--- src/rtl/ttl_163_chain_sequencer.sv ---
// Sequencer for a cascade of 163-style counters forming a programmable-modulus divider (modulus = 2^WIDTH - preset).
// Latency: chain controls are combinational from state/RCO; state, Wrap and Wrap_Count update on the Cen tick edge.
// Backpressure: Cfg_Ready drops while a preset is pending and rises on the wrap that consumes it. Optional TTL_SEQ_ONESHOT_EN adds Oneshot.
module ttl_163_chain_sequencer #(
    parameter int WIDTH = 8,
    parameter int CNT_W = 8
) (
    input  logic             Clk,
    input  logic             Reset,
    input  logic             Cen,
    input  logic             Start,
    input  logic             Stop,
`ifdef TTL_SEQ_ONESHOT_EN
    input  logic             Oneshot,
`endif
    input  logic             Cfg_Valid,
    input  logic [WIDTH-1:0] Cfg_Preset,
    output logic             Cfg_Ready,
    output logic             Load_bar,
    output logic             ENT,
    output logic             ENP,
    output logic [WIDTH-1:0] D,
    input  logic             RCO,
    output logic             Busy,
    output logic             Wrap,
    output logic [CNT_W-1:0] Wrap_Count
);

    typedef enum logic [1:0] {
        ST_IDLE,
        ST_LOAD,
        ST_RUN,
        ST_PAUSE
    } state_t;

    state_t           state;
    state_t           state_nxt;
    logic             last_cen;
    logic             tick;
    logic             wrap_tick;
    logic             to_idle;
    logic             cfg_acc;
    logic             oneshot_hit;
    logic [WIDTH-1:0] active;
    logic [WIDTH-1:0] pending;
    logic             pending_vld;

`ifdef TTL_SEQ_ONESHOT_EN
    assign oneshot_hit = Oneshot;
`else
    assign oneshot_hit = 1'b0;
`endif

    assign tick      = Cen & ~last_cen;
    assign wrap_tick = tick & (state == ST_RUN) & RCO;
    assign to_idle   = tick & (state != ST_IDLE) & (state_nxt == ST_IDLE);
    assign Cfg_Ready = ~pending_vld;
    assign cfg_acc   = Cfg_Valid & Cfg_Ready;
    assign Busy      = (state != ST_IDLE);

    always_comb begin
        state_nxt = state;
        Load_bar  = 1'b1;
        ENT       = 1'b0;
        ENP       = 1'b0;
        D         = active;
        case (state)
            ST_IDLE: begin
                if (tick && Start) state_nxt = ST_LOAD;
            end
            ST_LOAD: begin
                Load_bar = 1'b0;
                if (tick) state_nxt = ST_RUN;
            end
            ST_RUN: begin
                // Reload is driven by the chain's own terminal count.
                ENT      = 1'b1;
                ENP      = 1'b1;
                Load_bar = ~RCO;
                D        = pending_vld ? pending : active;
                if (tick) begin
                    if (RCO && oneshot_hit) state_nxt = ST_IDLE;
                    else if (Stop)          state_nxt = ST_PAUSE;
                end
            end
            ST_PAUSE: begin
                if (tick) begin
                    if (Stop)       state_nxt = ST_IDLE;
                    else if (Start) state_nxt = ST_RUN;
                end
            end
            default: state_nxt = ST_IDLE;
        endcase
    end

    always_ff @(posedge Clk) begin
        if (Reset) begin
            state       <= ST_IDLE;
            last_cen    <= 1'b1;
            active      <= '0;
            pending     <= '0;
            pending_vld <= 1'b0;
            Wrap        <= 1'b0;
            Wrap_Count  <= '0;
        end else begin
            state    <= state_nxt;
            last_cen <= Cen;
            Wrap     <= wrap_tick;
            if (wrap_tick)
                Wrap_Count <= Wrap_Count + CNT_W'(1);
            else if (tick && (state == ST_IDLE) && Start)
                Wrap_Count <= '0;
            // A pending preset never lingers into IDLE, so Ready stays high there.
            if ((wrap_tick || to_idle) && pending_vld) begin
                active      <= pending;
                pending_vld <= 1'b0;
            end
            if (cfg_acc) begin
                if ((state == ST_IDLE) || to_idle) begin
                    active <= Cfg_Preset;
                end else begin
                    pending     <= Cfg_Preset;
                    pending_vld <= 1'b1;
                end
            end
        end
    end

endmodule

--- config.mk ---
export PLATFORM = sky130hd
export DESIGN_NAME = ttl_163_chain_sequencer
export DESIGN_NICKNAME = d
export VERILOG_FILES = /design/src/rtl/ttl_163_chain_sequencer.sv
export SDC_FILE = /design/constraint.sdc
export NUM_CORES = 1
export LEC_CHECK = 0
export ABC_CLOCK_PERIOD_IN_PS = 1400
export BUFFER_PORTS_ARGS = -buffer_cell sky130_fd_sc_hd__buf_4
export CORE_MARGIN = 4
export CORE_UTILIZATION = 47
export DETAILED_ROUTE_END_ITERATION = 6
export GPL_TIMING_DRIVEN = 0
export HOLD_SLACK_MARGIN = 0.03
export PLACE_DENSITY = 0.75
export SLEW_MARGIN = 20
export SYNTH_ARGS = -nofsm -noshare
export SYNTH_HDL_FRONTEND = slang
export SYNTH_SLANG_ARGS = --single-unit
export TNS_END_PERCENT = 50
--- constraint.sdc ---
create_clock -name Clk -period 1.4 [get_ports Clk]
set_clock_uncertainty 0.05 [all_clocks]
set_input_delay 0.28 -clock Clk [delete_from_list [all_inputs] [get_ports Clk]]
set_output_delay 0.28 -clock Clk [all_outputs]
set_load 0.02 [all_outputs]
-- Word-level counts from Yosys, hierarchy flattened
Cells that the tools add are included.
- bits in registers: 29
- bits in read-only memories: 0
- memories kept: 0
- bits in writable memories: 0
- logic and storage cells: 52
- output and inout port bits: 22
- input bits: 15
- bits in latches: 0
- equal/unequal tests: 3
- div/mod/pow operators: 0
- muxes and demuxes: 20
- reductions and logical operators: 11
- bitwise logic cells: 10
- $lt $le $gt $ge: 0
- add/sub/neg operators: 1
- $mul: 0
- shift operators: 0
- operators by type and width (kind ; number):
    two-way mux 8 bit ; 7
    two-way mux 2 bit ; 7
    adder 8 x 1 -> 8 bit, second input constant ; 1
    one-hot mux 2 bit (4 select lines) ; 1
    bitwise AND 1 bit ; 6
    == test 2 bit, second input constant ; 2
    logical AND 1 bit ; 4
    zero test 2 bit ; 2
    two-way mux 1 bit ; 4
    inverter 1 bit ; 4
    nonzero test 2 bit ; 2
    == test 2 x 1 -> 1 bit, second input constant ; 1
    logical OR 1 bit ; 2
    one-hot mux 1 bit (2 select lines) ; 1
    AND reduction 2 bit ; 1

-- Logic depth before layout (Yosys ltp)
Gate-level depths: netlist (run 1).
- word-level depth: 12
- mapped depth: 7
- depth with buffers taken out: 5

-- Worst setup path before layout (run 1)
No wires, ideal clock.
- kind: reg-to-output
- start point: register state[1]
- end point: output D[0]
- setup slack: -0.212 ns
- data required time: 1.070 ns
- cell stages (with the launch flop): 5
- path buffers: 1
- data arrival time: 1.282 ns
- cell sequence: dfxtp_1 -> buf_4 -> nor2b_4 -> nand2_1 -> mux2_2
- longest elaborated chain between the ends: 2
- ends and longest elaborated chain (item ; line ; RTL):
    start: declaration ; 36 ; state_t state;
    start signal: assignment ; 106 ; state <= state_nxt;
    == test 2 bit ; 67 ; case (state)
    two-way mux 8 bit ; 67 ;
    end: declaration ; 22 ; output logic [WIDTH-1:0] D,
Every way passes these cells.

-- Final worst setup path (run 1)
- start point: register state[0]
- end point: output D[4]
Same word-level chain as after synthesis.

==> impl_results.md, run 1 <==
* Status: finished with violations
* Failing checks: setup timing
* Area of the mapped netlist at roughly 1500 um^2
* Power share of the clock group at 0.383
* Routability congestion estimate from global placement at 0.812
* Crit path kind: flip-flop to output pin
* Fin area at 2140 um^2
* Syn Inst Count at 154
* Critical Path Start: state[0]
* Max Root-Sink Buffers at 2
* Sw frac at 0.247
* Die ar. at 4090 um^2
* Placed Area at 1810 um^2
* CP arrival at 1.50 ns
* DP HPWL at 2.56 mm
* Crit path cell chain: buf_6 > nor2b_4 > nand2_4 > mux2_4 > buf_6
* Ys async rst share at 0
* Total Routing Usage GR at 0.213
* Drc violations at 0
* H-Tree Level Count at 2
* CP Capture Type: output pin
* Chip Width at 64.0 um
* Stages on worst setup path at 5
* Routed length per instance at 15.6 um
* Drt first pass iters at 4
* Antenna viol nets, final at 0
* Hold_ws at 0.132 ns
* R2R setup slack at -0.19 ns
* Seq/Total Area, Yosys at 0.394
* Clock slew seen by the registers of the worst setup and hold paths at around 0.10 ns
* Commonest cells after routing, fill and taps aside: buf_4 (39), dfxtp_1 (24), nor2_1 (20)
* Final worst slack at -0.433 ns
* #FFs+latches synth at 29
* Final core occ at 0.707
* RR Startpoint: state[0]
* IO Port Bufs at 36
* Period utilization at 1.31
* Setup Viol. Count Final at 35
* Die Span Y at ~64 um
* Max rail drop VDD at approximately 600 uV
* Via Count at 1338
* Maximum Capacitance Violations at 0
* Routing usage on met3 at 0.0615
* Top_reg_cell synth: dfxtp_1
* Vias in the first global route at 1413
* Synthesized Nets at 170
* RR Endpoint: active[0]
* CTS Buf Count at 5
* Leakage power at 1.13 nW
* Gr ovfl total at 0
* Most common cell after layout, fill and taps aside: buf_4
* Setup crit end: D[4]
* I/O pin count at 37
* Worst slew pin tran at 0.584 ns
* Crit-path max cell delay at roughly 0.33 ns
* Worst-Skew Late Latency at 0.33 ns
* Largest net degree at the start of global routing at 11
* First-pass GRT wire length at 6.73 mm
* Slowest CP cell: dfxtp_2
* Worst Hold Class: input port to flip-flop
* Rel. slew slack at 0.611
* Count of final hold-check violations at 0
* Register Area at just under 600 um^2
* Share of power burned in registers at 0.452
* Area of the multi-input gates at 918 um^2
* M1 GR Usage at 0.262
* Final slew viol count at 0
* Initial drt markers at about 60
* RSZ-0062 raised after global routing: true
* Initial Util at 0.486
* Number of enable flip-flop cells after synthesis at 0
* Fin crit period at roughly 1.8 ns
* Antenna cell count at 0
* Core Rows at 20
* CP startpoint kind: flip-flop
* Maximum fanout along the worst path at 8
* Root Driver: clkbuf_4
* Syn avg cell area at 9.56 um^2
* Core area at 3030 um^2
* Comb pwr share at 0.165
* TritonCTS Sinks at 29
* Grt met2 use at 0.347
* Hold Startpoint: Cfg_Preset[5]
* GR peak layer: met2
* PD cells at 899 nW/um^2
* Via density per instance at around 5.2
* Drt total wl at 3.97 mm
* CP most frequent cell: buf_6
* CP Buf/Inv Count at 2
* Final net count at 226
* Net switching power at 476 uW
* Count of cell types in the netlist at 37
* Yosys warning total at 0
* Filler instances at 246
* Worst path top cell family by delay: flip-flops
* Fin Setup TNS at -7.12 ns
* Synth-to-Final Area Change at 45.4%
* CTS tree: built
* Fmax at between 500 and 600 MHz
* Internal power at 1.45 mW
* Share of post-route cells with drive strength above 1 at 0.450
* Critical Path RT at 1.07 ns
* Pre-CTS setup slack at -0.269 ns
* Worst r2r path cells at 7
* Initial antenna violation count at 0
## layer usage
metal	routed length, um	up-vias
met5	0	-
met3	206	7
li1	-	666
met2	2000	27
met4	75	0
met1	1690	638
## how the worst min path moves through the flow
stage	end	slack, ns	cells after the start
2_1_floorplan	last_cen	0.34	1
3_3_place_gp	pending[3]	0.45	2
3_5_place_dp	Wrap_Count[0]	0.47	1
4_1_cts	pending[5]	0.13	3
5_1_grt	pending[5]	0.13	3
6_report	pending[5]	0.13	3
## registers in the layout (all words and copies together), names as in the netlist
register	cells
pending_vld	1
last_cen	1
active	8
Wrap_Count	8
Wrap	1
state	2
pending	8
## worst min-delay path, delay by kind of cell
family                 cells  cell delay, ns
buffers and inverters      1            0.08
AND/OR/NAND/NOR            1            0.07
multiplexers               1            0.05
## logic make-up after synthesis
group	synth area share
compound gates	0.127
xor+xnor	0.00595
fa+ha+maj	0.00849
buf+inv	0.0484
flops	0.394
mux	0.199
simple gates	0.218
## synth_stat cells, types with 3 or more instances
cell,count,area share
buf_4,5,0.025
and3b_1,3,0.018
o211a_1,3,0.020
nor2_1,20,0.051
nor2b_1,3,0.013
nor3_1,4,0.014
and3_1,3,0.013
mux2_2,9,0.069
inv_1,3,0.0076
nand3_1,3,0.010
clkbuf_1,3,0.0076
dfxtp_1,29,0.39
mux2i_1,18,0.12
a21oi_1,6,0.020
a211oi_1,9,0.046
nand2_1,6,0.015
## metrics by stage
step / cells / power (mW)
after floorplan: 154 / 1.02
after global placement: 234 / 1.11
after detailed placement: 234 / 1.12
after CTS: 254 / 1.91
after global routing: 255 / 2.00
final: 255 / 1.93
## power by group through the flow
stage	Combinational, mW	Clock, mW	Sequential, mW
after floorplan	0.140	0	0.881
after global placement	0.229	0	0.883
after detailed placement	0.236	0	0.885
after CTS	0.297	0.747	0.868
after global routing	0.338	0.791	0.875
final	0.317	0.738	0.871
## cell type report
type | instances | share of cell area
Sequential cell | 29 | 0.274
Inverter | 3 | 0.00526
Timing Repair Buffer | 50 | 0.196
Multi-Input combinational cell | 113 | 0.429
Clock inverter | 1 | 0.0140
Buffer | 8 | 0.0298
Tap cell | 44 | 0.0257
Clock buffer | 7 | 0.0257
## what timing repair did
item,4_1_cts,5_1_grt
endpoints found under the hold margin,0,0
endpoints found under the setup margin,35,39
buffers inserted,12,4
hold buffers,0,0
gates resized for setup,27,15
pin swaps,5,7
(Power assumes the default switching activity.)
==> run 2, diff against run 1 <==
- CTS_CLUSTER_SIZE: not set -> 28
- REMOVE_ABC_BUFFERS: not set -> 1
==> impl_results.md, run 2 (same netlist as run 1, synthesis figures left out) <==
* Setup Viol. Count Final at 36 (+2.9%)
* Drt total wl at 3.68 mm (-7.2%)
* RR Startpoint: state[1]
* Filler instances at 242 (-1.6%)
* RR Endpoint: pending[5]
* Synth-to-Final Area Change at 42.8%
* Via Count at 1329 (-0.67%)
* Final core occ at 0.695 (-0.0124)
* CP startpoint kind: flip-flop
* Max rail drop VDD at 693 uV (+16%)
* Largest regs: Wrap_Count x8, active x8, pending x8
* Routability congestion estimate from global placement at 0.823 (+1.3%)
* First-pass GRT wire length at 6.05 mm (-10%)
* Placed Area at 1740 um^2 (-4.1%)
* Routed length per instance at 14.9 um (-4.2%)
* Fin area at 2100 um^2 (-1.8%)
* Chip Width at 64.0 um (unchanged)
* Worst r2r path cells at 8 (+1)
* PD cells at 827 nW/um^2 (-8.0%)
* Maximum fanout along the worst path at 8 (unchanged)
* Hold_ws at 0.139 ns (+0.00710 ns)
* Fmax at 557 MHz (+2.2%)
* RSZ-0062 raised after global routing: true
* Status: finished with violations
* Clock slew seen by the registers of the worst setup and hold paths at 0.10 ns (about the same)
* Failing checks: setup timing
* TritonCTS Sinks at 29 (unchanged)
* CTS Buf Count at 5 (unchanged)
* Via density per instance at 5.38 (+2.5%)
* Die Span Y at 64.0 um (unchanged)
* Core Rows at 20 (unchanged)
* Fin crit period at 1.79 ns (-0.0388 ns)
* Setup crit end: D[1]
* Vias in the first global route at 1276 (-9.7%)
* Worst slew pin tran at 0.399 ns (-0.185 ns)
* Crit path kind: flip-flop to output pin
* IO Port Bufs at 36 (unchanged)
* Critical Path Start: state[1]
* Final net count at 218 (-3.5%)
* Maximum Capacitance Violations at 0 (unchanged)
* Drt first pass iters at 4 (unchanged)
* Drc violations at 0 (unchanged)
* H-Tree Level Count at 2 (unchanged)
* Largest net degree at the start of global routing at 31 (+20)
* Antenna viol nets, final at 0 (unchanged)
* Core area at 3030 um^2 (unchanged)
* Die ar. at 4090 um^2 (unchanged)
* Register Area at 594 um^2 (+1.3%)
* R2R setup slack at -0.31 ns (-0.12 ns)
* Count of final hold-check violations at 0 (unchanged)
* Worst-Skew Late Latency at 0.33 ns (about the same)
* Rel. slew slack at 0.733 (+0.123)
* I/O pin count at 37 (unchanged)
* Gr ovfl total at 0 (unchanged)
* Critical Path RT at 1.07 ns (about the same)
* Max Root-Sink Buffers at 2 (unchanged)
* Total Routing Usage GR at 0.189 (-0.0241)
* Root Driver: clkbuf_4
* CP arrival at 1.46 ns (-0.04 ns)
* Most common cell after layout, fill and taps aside: buf_4
* Antenna cell count at 0 (unchanged)
* Pre-CTS setup slack at -0.768 ns (-0.499 ns)
* Share of post-route cells with drive strength above 1 at 0.424 (-0.0266)
* Final worst slack at -0.394 ns (+0.0388 ns)
* Initial Util at 0.486 (unchanged)
* CTS tree: built
* CP Capture Type: output pin
* Worst Hold Class: input port to flip-flop
* Commonest cells after routing, fill and taps aside: buf_4 (31), dfxtp_1 (24), nor2_1 (20)
* DP HPWL at 2.27 mm (-11%)
* Initial antenna violation count at 0 (unchanged)
* Leakage power at 1.11 nW (-2.1%)
* Area of the multi-input gates at 892 um^2 (-2.9%)
* Initial drt markers at 60 (+1.7%)
* Final slew viol count at 0 (unchanged)
* Period utilization at 1.28 (-0.0277)
## run 2: changes by cell type in the layout (fill, tap and decap cells not counted), moves of 3 or more
cell / before / now
dfxtp_4: 0 / 3
a211oi_1: 6 / 9
a211oi_2: 3 / 0
buf_4: 39 / 31
clkbuf_1: 4 / 0
dfxtp_2: 5 / 2
## run 2: where the power goes
group	internal, mW	switching, mW	total [mW]
logic	0.149	0.128	0.277
registers	0.846	0.0176	0.864
clock network	0.291	0.308	0.599
## run 2: how the worst min path moves through the flow
stage	startpoint	cells after the start	to	slack (ns)
5_1_grt	Cfg_Preset[2]	3	pending[2]	0.14
2_1_floorplan	Reset	1	Wrap_Count[1]	0.30
6_report	Cen	2	last_cen	0.14
3_5_place_dp	Wrap_Count[1]	2	Wrap_Count[1]	0.47
4_1_cts	Cen	2	last_cen	0.14
3_3_place_gp	pending[1]	2	pending[1]	0.44
## run 2: worst max-delay path, cell delays in order, from the launching register on
cell and delay, ns:
dfxtp_4 0.37, nor2b_4 0.17, nand2_4 0.13, mux2_4 0.34, buf_6 0.14
## run 2: area by class of cell
| cell class | instances | area share |
|---|---|---|
| Multi-Input combinational cell | 113 | 0.424 |
| Sequential cell | 29 | 0.283 |
| Timing Repair Buffer | 50 | 0.228 |
| Clock buffer | 7 | 0.0309 |
| Tap cell | 44 | 0.0262 |
| Inverter | 3 | 0.00535 |
| Clock inverter | 1 | 0.00238 |
## run 2: repair_timing
| action | 4_1_cts | 5_1_grt |
|---|---|---|
| gates cloned | 2 | 0 |
| hold buffers | 0 | 0 |
| setup buffers | 7 | 5 |
| setup endpoints to repair | 36 | 36 |
| gates resized for setup | 34 | 12 |
| pin swaps | 5 | 5 |
| endpoints found under the hold margin | 0 | 0 |
## run 2: metrics by stage
step	TNS, ns	power, mW	cells
6_report	-9.90	1.74	247
5_1_grt	-12.43	1.81	247
4_1_cts	-7.60	1.73	242
3_5_place_dp	-14.80	1.11	225
3_3_place_gp	-13.60	1.10	225
2_1_floorplan	-8.80	1.00	145
## run 2: per-layer routing
metal,track usage,part of all wire,vias to the layer above
met4,0.0593,0.018,0
li1,-,-,653
met3,0.0633,0.043,9
met5,0,0,-
met2,0.325,0.49,26
met1,0.220,0.44,641
==> run 3, diff against run 2 <==
- SKIP_LAST_GASP: not set -> 1
==> impl_results.md, run 3 (same netlist as run 1, synthesis figures left out) <==
* Worst hold endpoint: last_cen
* PD cells at 837 nW/um^2 (+1.2%)
* Largest regs: Wrap_Count x8, active x8, pending x8
* Period utilization at 1.28 (about the same)
* Root Driver: clkbuf_4
* Drt first pass iters at 4 (unchanged)
* Drt total wl at 3.68 mm (about the same)
* Routability congestion estimate from global placement at 0.823 (unchanged)
* Worst hold stages at 2 (unchanged)
* Initial drt markers at 64 (+6.7%)
* R2R setup slack at -0.32 ns (about the same)
* Initial antenna violation count at 0 (unchanged)
* CP startpoint kind: flip-flop
* Core Rows at 20 (unchanged)
* First-pass GRT wire length at 5.96 mm (-1.5%)
* Clock slew seen by the registers of the worst setup and hold paths at 0.10 ns (about the same)
* Rel. slew slack at 0.736 (+0.00296)
* Status: finished with violations
* Worst-Skew Late Latency at 0.33 ns (about the same)
* Hold_ws at 0.141 ns (+0.00193 ns)
* Via density per instance at 5.42 (+0.65%)
* Top layer in use: met4
* RR Startpoint: state[1]
* Drc violations at 0 (unchanged)
* Register Area at 589 um^2 (-0.84%)
* I/O pin count at 37 (unchanged)
* IO Port Bufs at 36 (unchanged)
* Via Count at 1343 (+1.1%)
* Die ar. at 4090 um^2 (unchanged)
* Max Root-Sink Buffers at 2 (unchanged)
* Fmax at 557 MHz (about the same)
* Most common cell after layout, fill and taps aside: buf_4
* Final slew viol count at 0 (unchanged)
* CP arrival at 1.46 ns (about the same)
* Worst Hold Class: input port to flip-flop
* Largest net degree at the start of global routing at 31 (unchanged)
* Worst r2r path cells at 8 (unchanged)
* DP HPWL at 2.27 mm (unchanged)
* RSZ-0062 raised after global routing: true
* Final worst slack at -0.395 ns (-0.000345 ns)
* H-Tree Level Count at 2 (unchanged)
* Antenna cell count at 0 (unchanged)
* Routed length per instance at 14.9 um (-0.43%)
* Failing checks: setup timing
* Final net count at 219 (+0.46%)
* Leakage power at 1.10 nW (-0.78%)
* Critical Path RT at 1.07 ns (about the same)
* TritonCTS Sinks at 29 (unchanged)
* Total Routing Usage GR at 0.187 (-0.00259)
* Core area at 3030 um^2 (unchanged)
* Filler instances at 246 (+1.7%)
* Synth-to-Final Area Change at 41.0%
* RR Endpoint: pending[5]
* CTS tree: built
* Hold Startpoint: Cen
* Fin crit period at 1.79 ns (+0.000345 ns)
* Die Span Y at 64.0 um (unchanged)
* Maximum fanout along the worst path at 8 (unchanged)
* Chip Width at 64.0 um (unchanged)
* Area of the multi-input gates at 878 um^2 (-1.5%)
* Final core occ at 0.686 (-0.00868)
* CP Capture Type: output pin
* Gr ovfl total at 0 (unchanged)
* Hold-fix buffers at CTS at 0 (unchanged)
* Initial Util at 0.486 (unchanged)
* Commonest cells after routing, fill and taps aside: buf_4 (36), dfxtp_1 (26), nor2_1 (20)
* Share of post-route cells with drive strength above 1 at 0.397 (-0.0266)
* Vias in the first global route at 1256 (-1.6%)
* Crit path kind: flip-flop to output pin
* M1 WL at 1.62 mm (-0.98%)
* CTS Buf Count at 5 (unchanged)
* Max rail drop VDD at 695 uV (+0.36%)
* Worst slew pin tran at 0.395 ns (-0.00443 ns)
* Count of final hold-check violations at 0 (unchanged)
* DR WL met2 at 1.80 mm (-0.82%)
* Setup Viol. Count Final at 36 (unchanged)
* Routed length on met3 at 183 um (+15%)
* Antenna viol nets, final at 0 (unchanged)
* Maximum Capacitance Violations at 0 (unchanged)
run 3: worst max path at each step:
stage          slack [ns]    endpoint  startpoint  cells after the start
2_1_floorplan       -0.41        D[0]    state[1]                      3
3_3_place_gp        -0.71  pending[6]    state[0]                      4
3_5_place_dp        -0.77  pending[6]    state[1]                      4
4_1_cts             -0.38        D[1]    state[1]                      4
5_1_grt             -0.45        D[1]    state[1]                      4
6_report            -0.39        D[1]    state[1]                      4
run 3: repair_timing:
item / in CTS / in global routing
cloned: 2 / 0
buffers inserted: 7 / 6
pin swaps: 4 / 3
setup endpoints to repair: 36 / 36
hold endpoints to repair: 0 / 0
gates resized for setup: 28 / 6
run 3: layout make-up:
type	instances	area share
clock buffers	7	0.0313
clock inverters	1	0.00241
inverters	3	0.00542
multi-input cells	113	0.423
flip-flops and latches	29	0.284
well taps	44	0.0265
repair buffers	51	0.228
run 3: per-layer routing:
layer / track usage / up-vias
met5: 0 / -
met4: 0.0593 / 0
met2: 0.319 / 35
met3: 0.0633 / 9
met1: 0.217 / 643
li1: - / 656
run 3: critical path, stage by stage (launching register included):
cell	delay (ns)
dfxtp_4	0.37
nor2b_4	0.17
nand2_4	0.13
mux2_4	0.34
buf_6	0.14
run 3: report_power, final:
part           leakage (nW)  switching, mW  total, mW  internal (mW)
Combinational         0.822          0.127      0.276          0.149
Clock                0.0413          0.307      0.598          0.291
Sequential            0.238         0.0176      0.866          0.848
Total                  1.10          0.451       1.74           1.29
run 3: stage by stage:
step,TNS (ns),setup slack (ns),instances,power (mW),cell area (um^2)
finish,-10.25,-0.395,248,1.74,2080
global route,-12.85,-0.448,248,1.81,2080
CTS,-8.01,-0.378,242,1.72,1990
detailed placement,-14.80,-0.768,225,1.11,1740
global placement,-13.60,-0.711,225,1.10,1740
floorplan,-8.80,-0.415,145,1.00,1410
